<file path="src/rtl/pattern_seq_pkg.sv">
// Shared types for the pattern sequencer: run-state encoding and hold counter width.
package pattern_seq_pkg;

  typedef enum logic [1:0] {
    IDLE  = 2'd0,
    APPLY = 2'd1,
    DONE  = 2'd2
  } seq_state_t;

  localparam int HOLD_W = 16;

endpackage

</file>
<file path="src/rtl/pattern_sequencer_hold_timer.sv">
// Hold-window timer: counts cycles within one pattern window and flags the last one.
module hold_timer
  import pattern_seq_pkg::*;
#(
  parameter int HOLD = 10
) (
  input  logic clk,
  input  logic rst,
  input  logic clr,
  input  logic en,
  output logic tc
);

  localparam logic [HOLD_W-1:0] TC_VAL = HOLD_W'(HOLD - 1);

  logic [HOLD_W-1:0] r_cnt;

  // clr wins over en so a window boundary restarts the count at zero
  always_ff @(posedge clk) begin
    if (rst || clr) begin
      r_cnt <= '0;
    end else if (en) begin
      r_cnt <= r_cnt + 1'b1;
    end
  end

  assign tc = (r_cnt == TC_VAL);

endmodule

</file>
<file path="src/rtl/pattern_sequencer.sv">
// Steps a cell's inputs through patterns 0..LAST, holds each HOLD cycles, and
// checks the cell's sampled output against the truth table EXP.
module pattern_sequencer
  import pattern_seq_pkg::*;
#(
  parameter int                 N_IN = 5,
  parameter int                 HOLD = 10,
  parameter int                 LAST = 4,
  parameter logic [2**N_IN-1:0] EXP  = '0
) (
  input  logic              clk,
  input  logic              rst,
  input  logic              start,
  input  logic              abort,
  input  logic              y_in,
  output logic [N_IN-1:0]   vec_out,
  output logic              busy,
  output logic              done,
  output logic [2**N_IN-1:0] resp,
  output logic [N_IN:0]     mismatch_cnt,
  output logic [N_IN-1:0]   first_fail
);

  localparam logic [N_IN-1:0] LAST_IDX = N_IN'(LAST);

  seq_state_t        r_state;
  seq_state_t        w_next;
  logic [N_IN-1:0]   r_idx;
  logic [2**N_IN-1:0] r_resp;
  logic [N_IN:0]     r_mm_cnt;
  logic [N_IN-1:0]   r_first_fail;

  logic w_tc;
  logic w_start_go;
  logic w_window_end;
  logic w_last;
  logic w_mis;
  logic w_hold_clr;
  logic w_hold_en;

  assign w_start_go   = (r_state != APPLY) && start && !abort;
  assign w_window_end = (r_state == APPLY) && w_tc && !abort;
  assign w_last       = (r_idx == LAST_IDX);
  assign w_mis        = (y_in != EXP[r_idx]);
  assign w_hold_clr   = w_start_go || w_window_end || abort;
  assign w_hold_en    = (r_state == APPLY);

  hold_timer #(
    .HOLD (HOLD)
  ) u_hold_timer (
    .clk (clk),
    .rst (rst),
    .clr (w_hold_clr),
    .en  (w_hold_en),
    .tc  (w_tc)
  );

  always_ff @(posedge clk) begin
    if (rst) begin
      r_state <= IDLE;
    end else begin
      r_state <= w_next;
    end
  end

  // abort outranks start; start is only honoured outside APPLY
  always_comb begin
    w_next = r_state;
    if (abort) begin
      w_next = IDLE;
    end else begin
      case (r_state)
        IDLE, DONE: if (start) w_next = APPLY;
        APPLY:      if (w_tc && w_last) w_next = DONE;
        default:    w_next = IDLE;
      endcase
    end
  end

  // vec_out is r_idx itself, so it changes only on window boundaries
  always_ff @(posedge clk) begin
    if (rst) begin
      r_idx        <= '0;
      r_resp       <= '0;
      r_mm_cnt     <= '0;
      r_first_fail <= '0;
    end else if (abort) begin
      r_idx <= '0;
    end else if (w_start_go) begin
      r_idx        <= '0;
      r_resp       <= '0;
      r_mm_cnt     <= '0;
      r_first_fail <= '0;
    end else if (w_window_end) begin
      r_resp[r_idx] <= y_in;
      if (w_mis) begin
        r_mm_cnt <= r_mm_cnt + 1'b1;
        if (r_mm_cnt == '0) begin
          r_first_fail <= r_idx;
        end
      end
      if (!w_last) begin
        r_idx <= r_idx + 1'b1;
      end
    end
  end

  assign vec_out      = r_idx;
  assign busy         = (r_state == APPLY);
  assign done         = (r_state == DONE);
  assign resp         = r_resp;
  assign mismatch_cnt = r_mm_cnt;
  assign first_fail   = r_first_fail;

endmodule
</file>
<file path="config.mk">
export PLATFORM = sky130hd
export DESIGN_NAME = pattern_sequencer
export DESIGN_NICKNAME = d
export VERILOG_FILES = /design/src/rtl/pattern_seq_pkg.sv /design/src/rtl/pattern_sequencer_hold_timer.sv /design/src/rtl/pattern_sequencer.sv
export SDC_FILE = /design/constraint.sdc
export NUM_CORES = 1
export LEC_CHECK = 0
export ABC_CLOCK_PERIOD_IN_PS = 2500
export CAP_MARGIN = 20
export CORE_MARGIN = 3
export CORE_UTILIZATION = 35
export DETAILED_ROUTE_END_ITERATION = 10
export PLACE_DENSITY = 0.65
export REMOVE_ABC_BUFFERS = 1
export SKIP_LAST_GASP = 1
export SLEW_MARGIN = 10
export SYNTH_ARGS = -nofsm -noshare
export SYNTH_HDL_FRONTEND = slang
export SYNTH_SLANG_ARGS = --single-unit
</file>
<file path="constraint.sdc">
create_clock -name clk -period 2.5 [get_ports clk]
set_input_delay 0.5 -clock clk [delete_from_list [all_inputs] [get_ports clk]]
set_output_delay 0.5 -clock clk [all_outputs]
set_load 0.05 [all_outputs]
</file>
Word-level counts from Yosys, hierarchy flattened
Memories as Yosys holds them, arrays and structs flattened. A register that Yosys moved wholly into a read port is not among the register bits.
Index checks and enable logic that the tools add are counted.
{"block": "op_classes", "n_addsub": 3, "order_cmp": 2, "eq_ne": 8, "mux": 18, "bitwise_logic": 2, "n_reduce_logical": 23}
{"operator": "$mux 32", "n": 2}
{"operator": "$bwmux 32", "n": 1}
{"operator": "$mux 5", "n": 6}
{"operator": "$mux 6", "n": 3}
{"operator": "$add 16x1->16 const B", "n": 1}
{"operator": "$eq 16x4->1 const B", "n": 1}
{"operator": "$add 6x1->6 const B", "n": 1}
{"operator": "$logic_and 1x1->1", "n": 6}
{"operator": "$logic_not 6->1", "n": 1}
{"operator": "$lt 5x6->1 const B", "n": 1}
{"operator": "$reduce_and 2->1", "n": 3}
{"operator": "$reduce_bool 2->1", "n": 3}
{"operator": "$add 5x1->5 const B", "n": 1}
{"operator": "$demux 1 s5", "n": 1}
{"operator": "$eq 5x3->1 const B", "n": 1}
{"operator": "$ge 5x1->1 const B", "n": 1}
{"operator": "$mux 2", "n": 2}
{"operator": "$ne 2x1->1 const B", "n": 2}
{"operator": "$pmux 2 s2", "n": 1}
{"operator": "$reduce_and 4->1", "n": 1}
{"operator": "$reduce_or 2->1", "n": 2}
{"operator": "$logic_or 1x1->1", "n": 3}
{"operator": "$reduce_and 3->1", "n": 1}
{"operator": "$reduce_or 3->1", "n": 1}
{"operator": "other kinds (8)", "n": 10}
{"block": "totals", "reg_bits": 66, "romBits": 32, "input_bits": 5, "wordCells": 63, "n_memories": 1}
{"memory": "(no name shown)", "words": 32, "word_bits": 1, "rd": 1, "rd_clocked_by_memory_dff": 1, "wr": 0, "line": "pattern_sequencer.sv:44", "text": "assign w_mis = (y_in != EXP[r_idx]);"}

Depth between registers and ports, before layout
{"block": "depth", "ltp_word": 7, "depth_mapped": 8, "mapped_depth_nobuf": 6}

Cells and area by module
From an unflattened synthesis, not the netlist that was laid out.
{"block": "hier_totals", "hier_cells": 363, "area_unflattened_um2": 3325.7}
{"module": "pattern_sequencer", "instances": 1, "cells_per_inst": 276, "area_each_um2": 2558.7, "seq_area_each_um2": 1001.0}
{"module": "hold_timer", "instances": 1, "cells_per_inst": 87, "area_each_um2": 767.0, "seq_area_each_um2": 320.3}

Worst setup path before layout
OpenSTA, ideal clock, no wires.
{"block": "synth_timing", "path_kind": "reg-to-reg", "startpoint": "register r_idx[0], in the netlist vec_out[0]", "endpoint": "register r_idx[3], in the netlist vec_out[3]", "setup_ps": 70, "t_arrival_ps": 1873, "required_time_ps": 2430, "slack_ps": 557, "path_stages_with_launch": 7, "period_less_slack_ps": 1943, "cell_sequence": "dfxtp_1 -> inv_1 -> ha_1 -> nand4bb_1 -> nand2_1 -> or4_1 -> a21oi_1"}
{"block": "synth_via", "elab_chain_cells": 3}
{"item": "start, declared", "line": "pattern_sequencer.sv:28", "text": "logic [N_IN-1:0] r_idx;"}
{"item": "start signal, assigned", "line": "pattern_sequencer.sv:103", "text": "r_idx <= r_idx + 1'b1;"}
{"item": "parallel branches: the longest is 3 deep, another holds $add 5x1->5"}
Parallel ways; which one is timed is not known.
A chain may end at the register's enable or synchronous reset.

Worst setup path after layout
{"block": "layout_timing", "startpoint": "register r_state[1]", "endpoint": "output done"}
{"block": "layout_via", "elab_chain_cells": 1}
{"item": "start, declared", "line": "pattern_sequencer.sv:26", "text": "seq_state_t r_state;"}
{"item": "start signal, assigned", "line": "pattern_sequencer.sv:62", "text": "r_state <= w_next;"}
{"item": "$eq 2x2->1", "line": "pattern_sequencer.sv:110", "text": "assign done = (r_state == DONE);"}
{"item": "end, declared", "line": "pattern_sequencer.sv:18", "text": "output logic done,"}
No other way between the ends.

==> results.sh <==
export IMPL_status="finished clean"
export IMPL_initial_core_util_pct=36.1
export IMPL_power_switching_w=0.000458
export IMPL_p_sw_share_pct=24.2
export IMPL_cp_slowest_cell="clkdlybuf4s50_1"
export IMPL_path_class="register to primary output"
export IMPL_num_fill_cells=904
export IMPL_fin_crit_ps=2260
export IMPL_n_antenna_cell=0
export IMPL_p_clk_share_pct=39.5
export IMPL_die_h_um=104
export IMPL_p_comb_share_pct=4.7
export IMPL_drt_initial_drc_count=112
export IMPL_setup_viol_count_final=0
export IMPL_holdWs_ps=455
export IMPL_grt_start_max_net_pins=31
export IMPL_overflow=0
export IMPL_cts_setup_buffers=0
export IMPL_synth_seq_cells=66
export IMPL_min_path_type="register to register"
export IMPL_synth_warnings=0
export IMPL_cts_htree_levels=3
export IMPL_cts_tree="done"
export IMPL_antenna_left=0
export IMPL_fmax_mhz=443
export IMPL_drv_cap=0
export IMPL_start_kind="register"
export IMPL_wl_per_cell_um=13.7
export IMPL_power_leakage_nw=1.45
export IMPL_rows=35
export IMPL_dp_hpwl_um=5730
export IMPL_peakVddDrop_v=0.000202
export IMPL_fin_ws_ps=241
export IMPL_maxSlewViolCount=0
export IMPL_cts_reportedPaths_clkPinSlew_ps=70
export IMPL_place_gp_congestion=0.817
export IMPL_post_layout_nonfiller_instances=581
export IMPL_worst_pin_slew_ps=587
export IMPL_dieArea_um2=10700
export IMPL_power_density_nw_per_um2=449
export IMPL_nNetsFinal=461
export IMPL_crit_arrival_ps=1760
export IMPL_grt_pass1_wl_um=13700
export IMPL_clk_latency_ps=340
export IMPL_rsz0062_at_grt="no"
export IMPL_drt_wl_total_um=7970
export IMPL_core_area_um2=9240
export IMPL_cts_resized=0
export IMPL_vias=2960
export IMPL_viasPerCell=5.09
export IMPL_seqPwrFrac_pct=55.8
export IMPL_pre_cts_ws_ps=143
export IMPL_final_period_utilization_pct=90.3
export IMPL_synth_yosys_seq_area_share_pct=39.6
export IMPL_clockBufferDepth=2
export IMPL_dpl_cell_count=566
export IMPL_grtUsageTotal_pct=15.3
export IMPL_holdBufCountCts=0
export IMPL_cts_root_buffer="clkbuf_8"
export IMPL_syn_area_um2=3340
export IMPL_critical_path_cell_chain="nor2b_1 > clkdlybuf4s50_1"
export IMPL_syn_avg_cell_area_um2=8.47
export IMPL_p_int_w=0.00143
export IMPL_grt_pass1_vias=2752
export IMPL_antenna_found_initial=0
export IMPL_drive_gt1_share_pct=7.96
export IMPL_io_buffers=54
export IMPL_clock_sinks=66
export IMPL_area_delta_synth_final_pct=26.1
export IMPL_finalHoldViolations=0
export IMPL_crit_fanout=5
export IMPL_max_slew_margin_pct=60.8
export IMPL_fin_skew_ps=7.72
export IMPL_synth_cells=394
export IMPL_drc=0
export IMPL_die_w_um=104
export IMPL_synth_cell_type_count=42
export IMPL_pin_count=55
export IMPL_finalSetupTns_ps=0
export IMPL_critPathMaxStageDelay_ps=830
export IMPL_numCtsBuffers=9
export IMPL_end_kind="primary output"
export IMPL_drtPass1Iterations=4
export IMPL_worst_endpoint_required_ps=2000
-- sequential cells by signal, summed over array words and instances, names as in the netlist --
register / cells
u_hold_timer.r_cnt: 16
r_state: 2
mismatch_cnt: 6
first_fail: 5
resp: 32
vec_out: 5
-- synth_stat cells --
master,n,area (um^2)
nor3b_1,2,15.0
nor4_1,9,56.3
nor2_1,24,90.1
nand3_1,28,140
o21ai_0,1,5.00
nor3_1,22,110
buf_1,1,3.75
inv_2,1,3.75
a31o_2,1,8.76
and3_1,3,18.8
nor4_4,2,42.5
dfxtp_1,66,1320
nand4b_1,2,17.5
nand2_1,52,195
a211o_1,1,8.76
nor3b_2,1,12.5
o41ai_1,1,8.76
or3_1,6,37.5
nand4bb_1,1,11.3
buf_2,4,20.0
a21oi_1,11,55.1
inv_1,10,37.5
mux2i_1,37,370
a31oi_1,3,18.8
a211oi_1,3,22.5
nand2b_1,14,87.6
ha_1,8,100
o21ai_1,6,30.0
clkbuf_1,19,71.3
or4_1,5,37.5
nor2b_1,7,43.8
nor3_2,1,10.0
o211ai_1,1,7.51
a211oi_2,1,12.5
o31ai_1,6,45.0
or4b_1,1,10.0
and2_1,2,12.5
nor4b_2,1,15.0
nand4_1,16,100
xnor2_1,11,96.3
xor2_1,2,17.5
and4_1,1,8.76
-- cell type report --
type | instances | area, um^2 | area share [%]
multi-input cells | 293 | 1890 | 44.8
inverters | 11 | 41.3 | 0.981
clock buffers | 12 | 135 | 3.21
repair buffers | 67 | 646 | 15.3
clock inverters | 3 | 17.5 | 0.416
flip-flops and latches | 66 | 1320 | 31.4
well taps | 129 | 161 | 3.84
-- worst max-delay path: cells and delay by family, from the launching register on --
family                 cells  cell delay, ps
flip-flops                 1             380
AND/OR/NAND/NOR            1             210
buffers and inverters      1             830
-- per-stage QoR --
stage                     total power, W  util [%]  area, um^2
after floorplan                  0.00112         -        3240
after global placement           0.00117      43.9        4060
after detailed placement         0.00117      43.9        4060
after CTS                        0.00191      45.5        4210
after global routing             0.00196      45.5        4210
final                            0.00189      45.5        4210
-- placed cells by master (no fill, tap or decap), types with 14 or more instances in the layout --
master,netlist,final
mux2i_1,37,37
clkdlybuf4s50_1,0,52
nand2_1,52,52
nand2b_1,14,14
nand3_1,28,28
dfxtp_1,66,66
buf_4,0,14
nand4_1,16,16
nor2_1,24,24
nor3_1,22,22
-- cell families (layout without fill, tap and decap cells) --
group	after synthesis	count (layout)	synth area share, %
and+or+nand+nor	200	200	32.1
xor gates and xnor gates	13	13	3.41
DFF	66	66	39.6
muxes	37	37	11.1
AOI/OAI and AO/OA	35	35	6.67
buffers and inverters	35	93	4.09
adders and majority gates	8	8	3.00
-- power groups by stage --
| stage | Clock [W] | Sequential [W] | Combinational [W] |
|---|---|---|---|
| detailed placement | 0 | 0.00108 | 0.0000894 |
| global route | 0.000809 | 0.00105 | 0.0000983 |
| floorplan | 0 | 0.00108 | 0.0000463 |
| finish | 0.000747 | 0.00105 | 0.0000895 |
| global placement | 0 | 0.00108 | 0.0000889 |
| CTS | 0.000766 | 0.00105 | 0.0000897 |
-- worst paths after layout --
check                             start        to  slack, ps  cells after the start
setup / recovery             r_state[1]      done        240                      2
hold / removal                 resp[23]  resp[23]        460                      2
setup reg to reg  u_hold_timer.r_cnt[0]   resp[2]        420                      6
hold reg to reg                resp[23]  resp[23]        460                      2
-- metal layers --
| metal | part of all wire, % | track usage, % | up-vias |
|---|---|---|---|
| met3 | 3.0 | 2.68 | 11 |
| met4 | 1.9 | 7.31 | 0 |
| li1 | - | - | 1507 |
| met5 | 0 | 0 | - |
| met2 | 46 | 24.5 | 54 |
| met1 | 49 | 20.0 | 1388 |
Power figures use the tool's default switching activity.
